<file path="src/rtl/nes_pad_responder_pkg.sv">
// Shared definitions for the NES pad responder: button bit positions, FSM states
// and frame length.
package nes_pad_responder_pkg;

  localparam int unsigned NES_FRAME_BITS = 8;

  // Bit position of each button inside the 8-bit buttons bus / shift register.
  typedef enum int unsigned {
    NES_A      = 0,
    NES_B      = 1,
    NES_SELECT = 2,
    NES_START  = 3,
    NES_UP     = 4,
    NES_DOWN   = 5,
    NES_LEFT   = 6,
    NES_RIGHT  = 7
  } nes_button_e;

  typedef enum logic [1:0] {
    ST_IDLE  = 2'd0,
    ST_LOAD  = 2'd1,
    ST_SHIFT = 2'd2,
    ST_DONE  = 2'd3
  } nes_state_e;

endpackage

</file>
<file path="src/rtl/nes_pad_responder_sync.sv">
// Multi-flop synchronizer for an asynchronous strobe, followed by a one-flop
// rising-edge detector.
module sync_edge_detect #(
  parameter int unsigned SYNC_STAGES = 2
) (
  input  logic clk,
  input  logic reset,
  input  logic i_async,
  output logic o_level,
  output logic o_rise
);

  logic [SYNC_STAGES-1:0] r_sync;
  logic                   r_prev;

  always_ff @(posedge clk) begin
    if (reset) begin
      r_sync <= '0;
      r_prev <= 1'b0;
    end else begin
      r_sync <= {r_sync[SYNC_STAGES-2:0], i_async};
      r_prev <= r_sync[SYNC_STAGES-1];
    end
  end

  assign o_level = r_sync[SYNC_STAGES-1];
  assign o_rise  = r_sync[SYNC_STAGES-1] & ~r_prev;

endmodule

</file>
<file path="src/rtl/nes_pad_responder.sv">
// Gamepad side of the NES controller link: answers latch/pulse strobes and
// shifts out 8 active-low button bits, emulating a 4021 shift register.
module nes_pad_responder
  import nes_pad_responder_pkg::*;
#(
  parameter int unsigned SYNC_STAGES    = 2,
  parameter int unsigned TIMEOUT_CYCLES = 65535,
  parameter logic        FILL_BIT       = 1'b1
) (
  input  logic       clk,
  input  logic       reset,
  input  logic [7:0] buttons,
  input  logic       latch,
  input  logic       pulse,
  output logic       NESinputData,
  output logic       frameDone,
  output logic [3:0] shiftCount
);

  localparam int unsigned     TW         = (TIMEOUT_CYCLES > 1) ? $clog2(TIMEOUT_CYCLES) : 1;
  localparam logic [TW-1:0]   TIMER_LAST = TW'(TIMEOUT_CYCLES - 1);
  localparam logic [3:0]      LAST_BIT   = 4'(NES_FRAME_BITS - 1);

  logic w_latch_level, w_latch_rise;
  logic w_pulse_level_unused, w_pulse_rise;

  nes_state_e    r_state, w_state_nxt;
  logic [7:0]    r_shreg, w_shreg_nxt;
  logic [3:0]    r_count, w_count_nxt;
  logic [TW-1:0] r_timer, w_timer_nxt;
  logic          r_frame_done, w_frame_done_nxt;
  logic          w_timeout;

  sync_edge_detect #(.SYNC_STAGES(SYNC_STAGES)) u_latch_sync (
    .clk     (clk),
    .reset   (reset),
    .i_async (latch),
    .o_level (w_latch_level),
    .o_rise  (w_latch_rise)
  );

  sync_edge_detect #(.SYNC_STAGES(SYNC_STAGES)) u_pulse_sync (
    .clk     (clk),
    .reset   (reset),
    .i_async (pulse),
    .o_level (w_pulse_level_unused),
    .o_rise  (w_pulse_rise)
  );

  always_ff @(posedge clk) begin
    if (reset) begin
      r_state      <= ST_IDLE;
      r_shreg      <= '1;
      r_count      <= '0;
      r_timer      <= '0;
      r_frame_done <= 1'b0;
    end else begin
      r_state      <= w_state_nxt;
      r_shreg      <= w_shreg_nxt;
      r_count      <= w_count_nxt;
      r_timer      <= w_timer_nxt;
      r_frame_done <= w_frame_done_nxt;
    end
  end

  assign w_timeout = (r_timer == TIMER_LAST);

  // Latch rise is tested before pulse rise everywhere, so a coincident pulse is dropped.
  always_comb begin
    w_state_nxt      = r_state;
    w_shreg_nxt      = r_shreg;
    w_count_nxt      = r_count;
    w_timer_nxt      = r_timer;
    w_frame_done_nxt = 1'b0;
    unique case (r_state)
      ST_IDLE: begin
        if (w_latch_rise) begin
          w_state_nxt = ST_LOAD;
          w_shreg_nxt = buttons;
          w_count_nxt = '0;
          w_timer_nxt = '0;
        end
      end
      ST_LOAD: begin
        w_shreg_nxt = buttons;
        w_count_nxt = '0;
        w_timer_nxt = '0;
        if (!w_latch_level) w_state_nxt = ST_SHIFT;
      end
      ST_SHIFT: begin
        if (w_latch_rise) begin
          w_state_nxt = ST_LOAD;
          w_shreg_nxt = buttons;
          w_count_nxt = '0;
          w_timer_nxt = '0;
        end else if (w_pulse_rise) begin
          w_shreg_nxt = {1'b0, r_shreg[7:1]};
          w_count_nxt = r_count + 4'd1;
          w_timer_nxt = '0;
          if (r_count == LAST_BIT) begin
            w_state_nxt      = ST_DONE;
            w_frame_done_nxt = 1'b1;
          end
        end else if (w_timeout) begin
          w_state_nxt = ST_IDLE;
          w_count_nxt = '0;
          w_timer_nxt = '0;
        end else begin
          w_timer_nxt = r_timer + 1'b1;
        end
      end
      ST_DONE: begin
        if (w_latch_rise) begin
          w_state_nxt = ST_LOAD;
          w_shreg_nxt = buttons;
          w_count_nxt = '0;
          w_timer_nxt = '0;
        end else if (w_timeout) begin
          w_state_nxt = ST_IDLE;
          w_count_nxt = '0;
          w_timer_nxt = '0;
        end else begin
          w_timer_nxt = r_timer + 1'b1;
        end
      end
      default: w_state_nxt = ST_IDLE;
    endcase
  end

  always_comb begin
    NESinputData = 1'b1;
    unique case (r_state)
      ST_LOAD, ST_SHIFT: NESinputData = ~r_shreg[0];
      ST_DONE:           NESinputData = FILL_BIT;
      default:           NESinputData = 1'b1;
    endcase
  end

  assign frameDone  = r_frame_done;
  assign shiftCount = r_count;

endmodule

</file>
<file path="config.mk">
export PLATFORM = sky130hd
export DESIGN_NAME = nes_pad_responder
export DESIGN_NICKNAME = d
export VERILOG_FILES = /design/src/rtl/nes_pad_responder_pkg.sv /design/src/rtl/nes_pad_responder_sync.sv /design/src/rtl/nes_pad_responder.sv
export SDC_FILE = /design/constraint.sdc
export NUM_CORES = 1
export LEC_CHECK = 0
export ABC_AREA = 1
export CAP_MARGIN = 20
export CORE_ASPECT_RATIO = 1.1
export CORE_MARGIN = 4
export CORE_UTILIZATION = 40
export DETAILED_ROUTE_END_ITERATION = 10
export DONT_BUFFER_PORTS = 1
export SLEW_MARGIN = 20
export SYNTH_ARGS = -nofsm -noshare
export SYNTH_HDL_FRONTEND = slang
export SYNTH_HIERARCHICAL = 1
export SYNTH_SLANG_ARGS = --single-unit
</file>
<file path="constraint.sdc">
create_clock -name clk -period 4.4 [get_ports clk]
set_input_delay 0.66 -clock clk [delete_from_list [all_inputs] [get_ports clk]]
set_output_delay 0.66 -clock clk [all_outputs]
set_load 0.02 [all_outputs]
</file>
==> results.json, run 1 <==
{
  "drv_cap": 0,
  "r2r_start": "r_state[0]",
  "place_inst": 310,
  "path_cells": "inv_1, ha_1, nand2_1",
  "grt_pass1_vias": 1548,
  "fmax_ghz": 0.518,
  "regToRegEndpoint": "shiftCount[2]",
  "drtPass1Iterations": 4,
  "die_area_sq_mm": 0.00612,
  "fin_cells": 317,
  "grt_overflow": 0,
  "die_x_um": 75.0,
  "vias": 1571,
  "dieHeight_um": 81.7,
  "syn_nets": 281,
  "whs_ns": 0.406,
  "cp_top_family": "flip-flops",
  "finalCritPeriodShare_pct": 43.9,
  "final_util_pct": 43.7,
  "cp_max_fo": 4,
  "cp_data_arrival_time_ns": 1.27,
  "syn-cell-area_sq_mm": 0.00197,
  "max_stage_delay_ns": 0.36,
  "antenna_left": 0,
  "setup_viol_count_final": 0,
  "tightestPinTransition_ns": 0.567,
  "cts_resized": 0,
  "area_growth_syn_to_layout_pct": 4.38,
  "p_leak_nw": 0.816,
  "clk_latency_ns": 0.28,
  "cts.sink_count": 37,
  "slew_headroom_pct": 62.2,
  "path_buf_inv": 1,
  "path_class": "flip-flop to output pin",
  "synth-seq-cells": 37,
  "clkTransAtPathRegs_ns": 0.07,
  "cts_hold_buffers": 0,
  "core_area_sq_mm": 0.00472,
  "wl_per_cell_um": 11.8,
  "synthCells": 261,
  "min_to": "u_pulse_sync/r_sync[1]",
  "postCtsSetupBuffers": 0,
  "drt_wl_total_um": 3730,
  "drc": 0,
  "yosys_warnings": 6,
  "holdCritStartpoint": "u_pulse_sync/r_sync[0]",
  "cts_inserted_buffers": 5,
  "fin_crit_ns": 1.93,
  "synth_top_cell_area_share_pct": 37.5,
  "yosysSeqAreaShare_pct": 37.5,
  "drv_slew": 0,
  "grt_pass1_wl_um": 6870,
  "cts_buffer_depth": 2,
  "place.gp.congestion": 0.751,
  "whs_path_depth": 2,
  "drive_above_1_share_pct": 15.7,
  "cp-end-kind": "output pin",
  "setup_tns_ns": 0,
  "ios": 18,
  "rows": 26,
  "fin_nets": 281,
  "outcome": "complete, no violations",
  "r2r_cells": 10,
  "rsz0062_at_grt": "no",
  "grt_start_max_net_pins": 17,
  "antenna_found_initial": 0,
  "finClkSkew_ns": 0.00642,
  "start_util_pct": 41.8,
  "r2r_slack_ns": 2.58,
  "yosys.area.top_type": "dfxtp_1",
  "dp_hpwl_um": 2740,
  "synth_cell_types": 36,
  "postLayoutSetupSlackWorst_ns": 2.47,
  "viasPerCell": 4.96,
  "cpMaxStageDelayCell": "dfxtp_1",
  "track_usage_pct": 14.3,
  "pre_cts_ws_ns": 2.60,
  "cts_tree": "built",
  "yosys-top-cells-area": "dfxtp_1 (38%), nand2_1 (9.5%), nor2_1 (7.8%), ha_1 (5.1%), inv_1 (4.2%)",
  "critPathLaunchType": "flip-flop",
  "ir_drop_mv": 0.261,
  "antennaDiodeCount": 0,
  "hold_viol": 0,
  "htree_levels": 2,
  "port_buffers": 0,
  "worstPathRequired_ns": 3.74,
  "clock-root-buffer": "clkbuf_8",
  "hp-class": "flip-flop to flip-flop",
  "power.density_mw_per_mm2": 425,
  "drt_iter0_drc": 104,
  "syn_area_per_cell_sq_um": 7.56
}
[through the flow]
stage | power (mW) | instance area [sq um]
3_5_place_dp | 0.650 | 1970
3_3_place_gp | 0.646 | 1970
5_1_grt | 0.946 | 2060
2_1_floorplan | 0.638 | 1970
6_report | 0.876 | 2060
4_1_cts | 0.890 | 2060
[flip-flops by register name, summed over array words and instances, names as in the netlist]
| register | cells |
|---|---|
| r_shreg | 8 |
| shiftCount | 4 |
| r_timer | 16 |
| u_pulse_sync/r_prev | 1 |
| u_latch_sync/r_sync | 2 |
| r_state | 2 |
| u_latch_sync/r_prev | 1 |
| frameDone | 1 |
| u_pulse_sync/r_sync | 2 |
[area by class of cell]
cell class	instances	area [sq um]
fill	480	2660
multi-input combinational	189	1040
sequential	37	741
inverter	28	119
clock buffer	7	86.3
tap	56	70.1
[how the worst max path moves through the flow]
stage / startpoint / endpoint / slack, ns / depth (start not counted)
6_report: r_state[0] / NESinputData / 2.47 / 3
5_1_grt: r_state[0] / shiftCount[2] / 2.31 / 10
4_1_cts: r_state[0] / NESinputData / 2.44 / 3
3_5_place_dp: r_state[0] / shiftCount[2] / 2.60 / 10
3_3_place_gp: r_state[0] / shiftCount[2] / 2.58 / 10
2_1_floorplan: r_state[0] / NESinputData / 2.83 / 3
[where the power goes]
part,internal [mW],total [mW],switching (mW)
Clock,0.124,0.236,0.112
Sequential,0.378,0.402,0.0240
Combinational,0.0713,0.237,0.166
Total,0.574,0.876,0.302
[layout by cell type (no fill, tap or decap), types with 6 or more instances in the layout]
cell type	netlist	routed
nand2_1	50	50
nor2_1	41	41
dfxtp_1	37	37
inv_1	22	22
nand3_1	16	16
nor2_2	12	12
a21oi_1	9	9
ha_1	8	8
nor3_1	7	7
o311ai_0	6	6
xor2_1	6	6
clkbuf_8	0	6
[Yosys cell counts]
cell type,number
nand2_1,50
nor2_1,41
dfxtp_1,37
inv_1,22
nand3_1,16
nor2_2,12
a21oi_1,9
ha_1,8
nor3_1,7
o311ai_0,6
xor2_1,6
inv_2,5
nand2_2,5
o21ai_0,4
buf_4,3
buf_6,2
nand2_4,2
nand4_1,2
nor3_2,2
nor3b_1,2
nor4_1,2
o21ai_2,2
or2_2,2
xnor2_1,2
a21o_1,1
a21oi_2,1
a31oi_1,1
buf_12,1
bufinv_8,1
clkbuf_2,1
nand3_2,1
nand3b_1,1
nor2_4,1
o211ai_1,1
o21ai_1,1
o311ai_2,1
[metal layers]
metal	vias to the layer above	track usage (%)	wire (um)	part of all wire, %
met2	18	22.3	1700	46
met4	0	5.87	70	1.9
met3	7	4.04	138	3.7
met1	709	18.4	1820	49
met5	-	0	0	0
li1	837	-	-	-
[cells by family (layout without fill, tap and decap cells)]
logic type	after synthesis	count (layout)	synth area share, %
AOI/OAI and AO/OA	27	27	9.45
xor gates and xnor gates	8	8	3.55
adders and majority gates	8	8	5.07
buffers and inverters	35	35	9.58
DFF	37	37	37.5
and+or+nand+nor	146	146	34.8
[worst reg2reg max path, delay by kind of cell, from the launching register on]
family | cells | cell delay [ns]
buffers and inverters | 3 | 0.54
DFF | 1 | 0.33
adders and majority gates | 1 | 0.22
and+or+nand+nor | 6 | 0.68
No activity file was read; power rests on OpenSTA's default activity.
==> inputs of run 2 (changes only) <==
==> constraint.sdc (replaced) <==
create_clock -name clk -period 1.7 [get_ports clk]
set_input_delay 0.255 -clock clk [delete_from_list [all_inputs] [get_ports clk]]
set_output_delay 0.255 -clock clk [all_outputs]
set_load 0.02 [all_outputs]
==> results.json, run 2 (synthesis results as in run 1) <==
{
  "pre_cts_ws_ns": 0.0284,
  "finClkSkew_ns": 0.00993,
  "ios": 18,
  "final_common_cell": "nand2_1",
  "drc": 0,
  "die_x_um": 75.0,
  "drt_iter0_drc": 75,
  "start_util_pct": 41.8,
  "core_area_sq_mm": 0.00472,
  "whs_ns": 0.0327,
  "largest_register": "r_timer",
  "viasPerCell": 4.89,
  "drv_slew": 0,
  "drt_wl_total_um": 3900,
  "drtPass1Iterations": 4,
  "postLayoutSetupSlackWorst_ns": 0.0842,
  "vias": 1627,
  "grt_start_max_net_pins": 17,
  "drive_above_1_share_pct": 22.0,
  "setup_viol_count_final": 0,
  "cts_tree": "built",
  "rows": 26,
  "critPathLaunchType": "flip-flop",
  "cp-end-kind": "flip-flop",
  "rsz0062_at_grt": "no",
  "cts.sink_count": 37,
  "die_area_sq_mm": 0.00612,
  "dieHeight_um": 81.7,
  "worstPathRequired_ns": 1.87,
  "cts_hold_buffers": 0,
  "antenna_left": 0,
  "finalCritPeriodShare_pct": 95.0,
  "cts_inserted_buffers": 5,
  "clkTransAtPathRegs_ns": 0.07,
  "final_cell_mix": "nand2_1 (50), nor2_1 (40), dfxtp_1 (37)",
  "cp_max_fo": 16,
  "slew_headroom_pct": 73.4,
  "p_leak_nw": 0.908,
  "largest_register_ffs": 16,
  "clk_latency_ns": 0.29,
  "final_util_pct": 46.8,
  "area_growth_syn_to_layout_pct": 11.8,
  "grt_overflow": 0,
  "tightestPinTransition_ns": 0.398,
  "setup_tns_ns": 0,
  "ir_drop_mv": 0.588,
  "cts_buffer_depth": 2,
  "cp_data_arrival_time_ns": 1.79,
  "outcome": "complete, no violations",
  "grt_pass1_vias": 1561,
  "hp-class": "primary input to flip-flop",
  "port_buffers": 0,
  "dp_hpwl_um": 2910,
  "grt_pass1_wl_um": 6870,
  "fmax_ghz": 0.619,
  "place.gp.congestion": 0.838,
  "path_class": "flip-flop to flip-flop",
  "clock-root-buffer": "clkbuf_8",
  "power.density_mw_per_mm2": 1070,
  "htree_levels": 2,
  "antennaDiodeCount": 0,
  "fin_nets": 296,
  "fin_crit_ns": 1.62,
  "drv_cap": 0,
  "wl_per_cell_um": 11.7,
  "hold_viol": 0,
  "track_usage_pct": 14.5,
  "antenna_found_initial": 0
}
[run 2: worst paths after layout]
check,from,endpoint,slack [ns],depth (start not counted)
max,r_state[0],r_shreg[0],0.08,7
min,reset,shiftCount[1],0.03,1
max reg2reg,r_state[0],r_shreg[0],0.08,7
min reg2reg,u_latch_sync/r_sync[0],u_latch_sync/r_sync[1],0.41,2
[run 2: area by class of cell]
| cell class | count | area [sq um] |
|---|---|---|
| fill | 483 | 2510 |
| multi-input combinational | 189 | 1080 |
| sequential | 37 | 741 |
| inverter | 28 | 123 |
| timing repair buffer | 15 | 113 |
| clock buffer | 6 | 72.6 |
| tap | 56 | 70.1 |
| clock inverter | 2 | 10.0 |
[run 2: per-stage QoR]
stage | std cells | area (sq um) | power [mW]
floorplan | 261 | 1970 | 1.65
detailed placement | 324 | 2080 | 1.75
CTS | 332 | 2160 | 2.35
global route | 333 | 2210 | 2.52
finish | 333 | 2210 | 2.36
global placement | 324 | 2080 | 1.74
[run 2: per-layer routing]
metal	vias up	part of all wire (%)	GRT usage, %
li1	865	-	-
met2	28	46	23.3
met3	6	4.6	4.65
met4	0	1.7	5.34
met5	-	0	0
met1	728	47	17.8
[run 2: timing repair]
item | 4_1_cts | 5_1_grt
gates resized for setup | 0 | 11
endpoints found under the hold margin | 0 | 0
buffers inserted | 0 | 1
endpoints found under the setup margin | 0 | 13
[run 2: critical path: stages (launching register included)]
cell      delay, ns
dfxtp_1        0.38
inv_1          0.11
ha_1           0.25
nand2_2        0.13
nor2_1         0.08
inv_1          0.12
o21ai_4        0.14
o311ai_0       0.31
[run 2: report_power, final]
group	total (mW)	switching (mW)	internal [mW]	leakage, nW
Sequential	1.04	0.0654	0.979	0.301
Clock	0.583	0.299	0.284	0.0450
Combinational	0.728	0.464	0.264	0.562
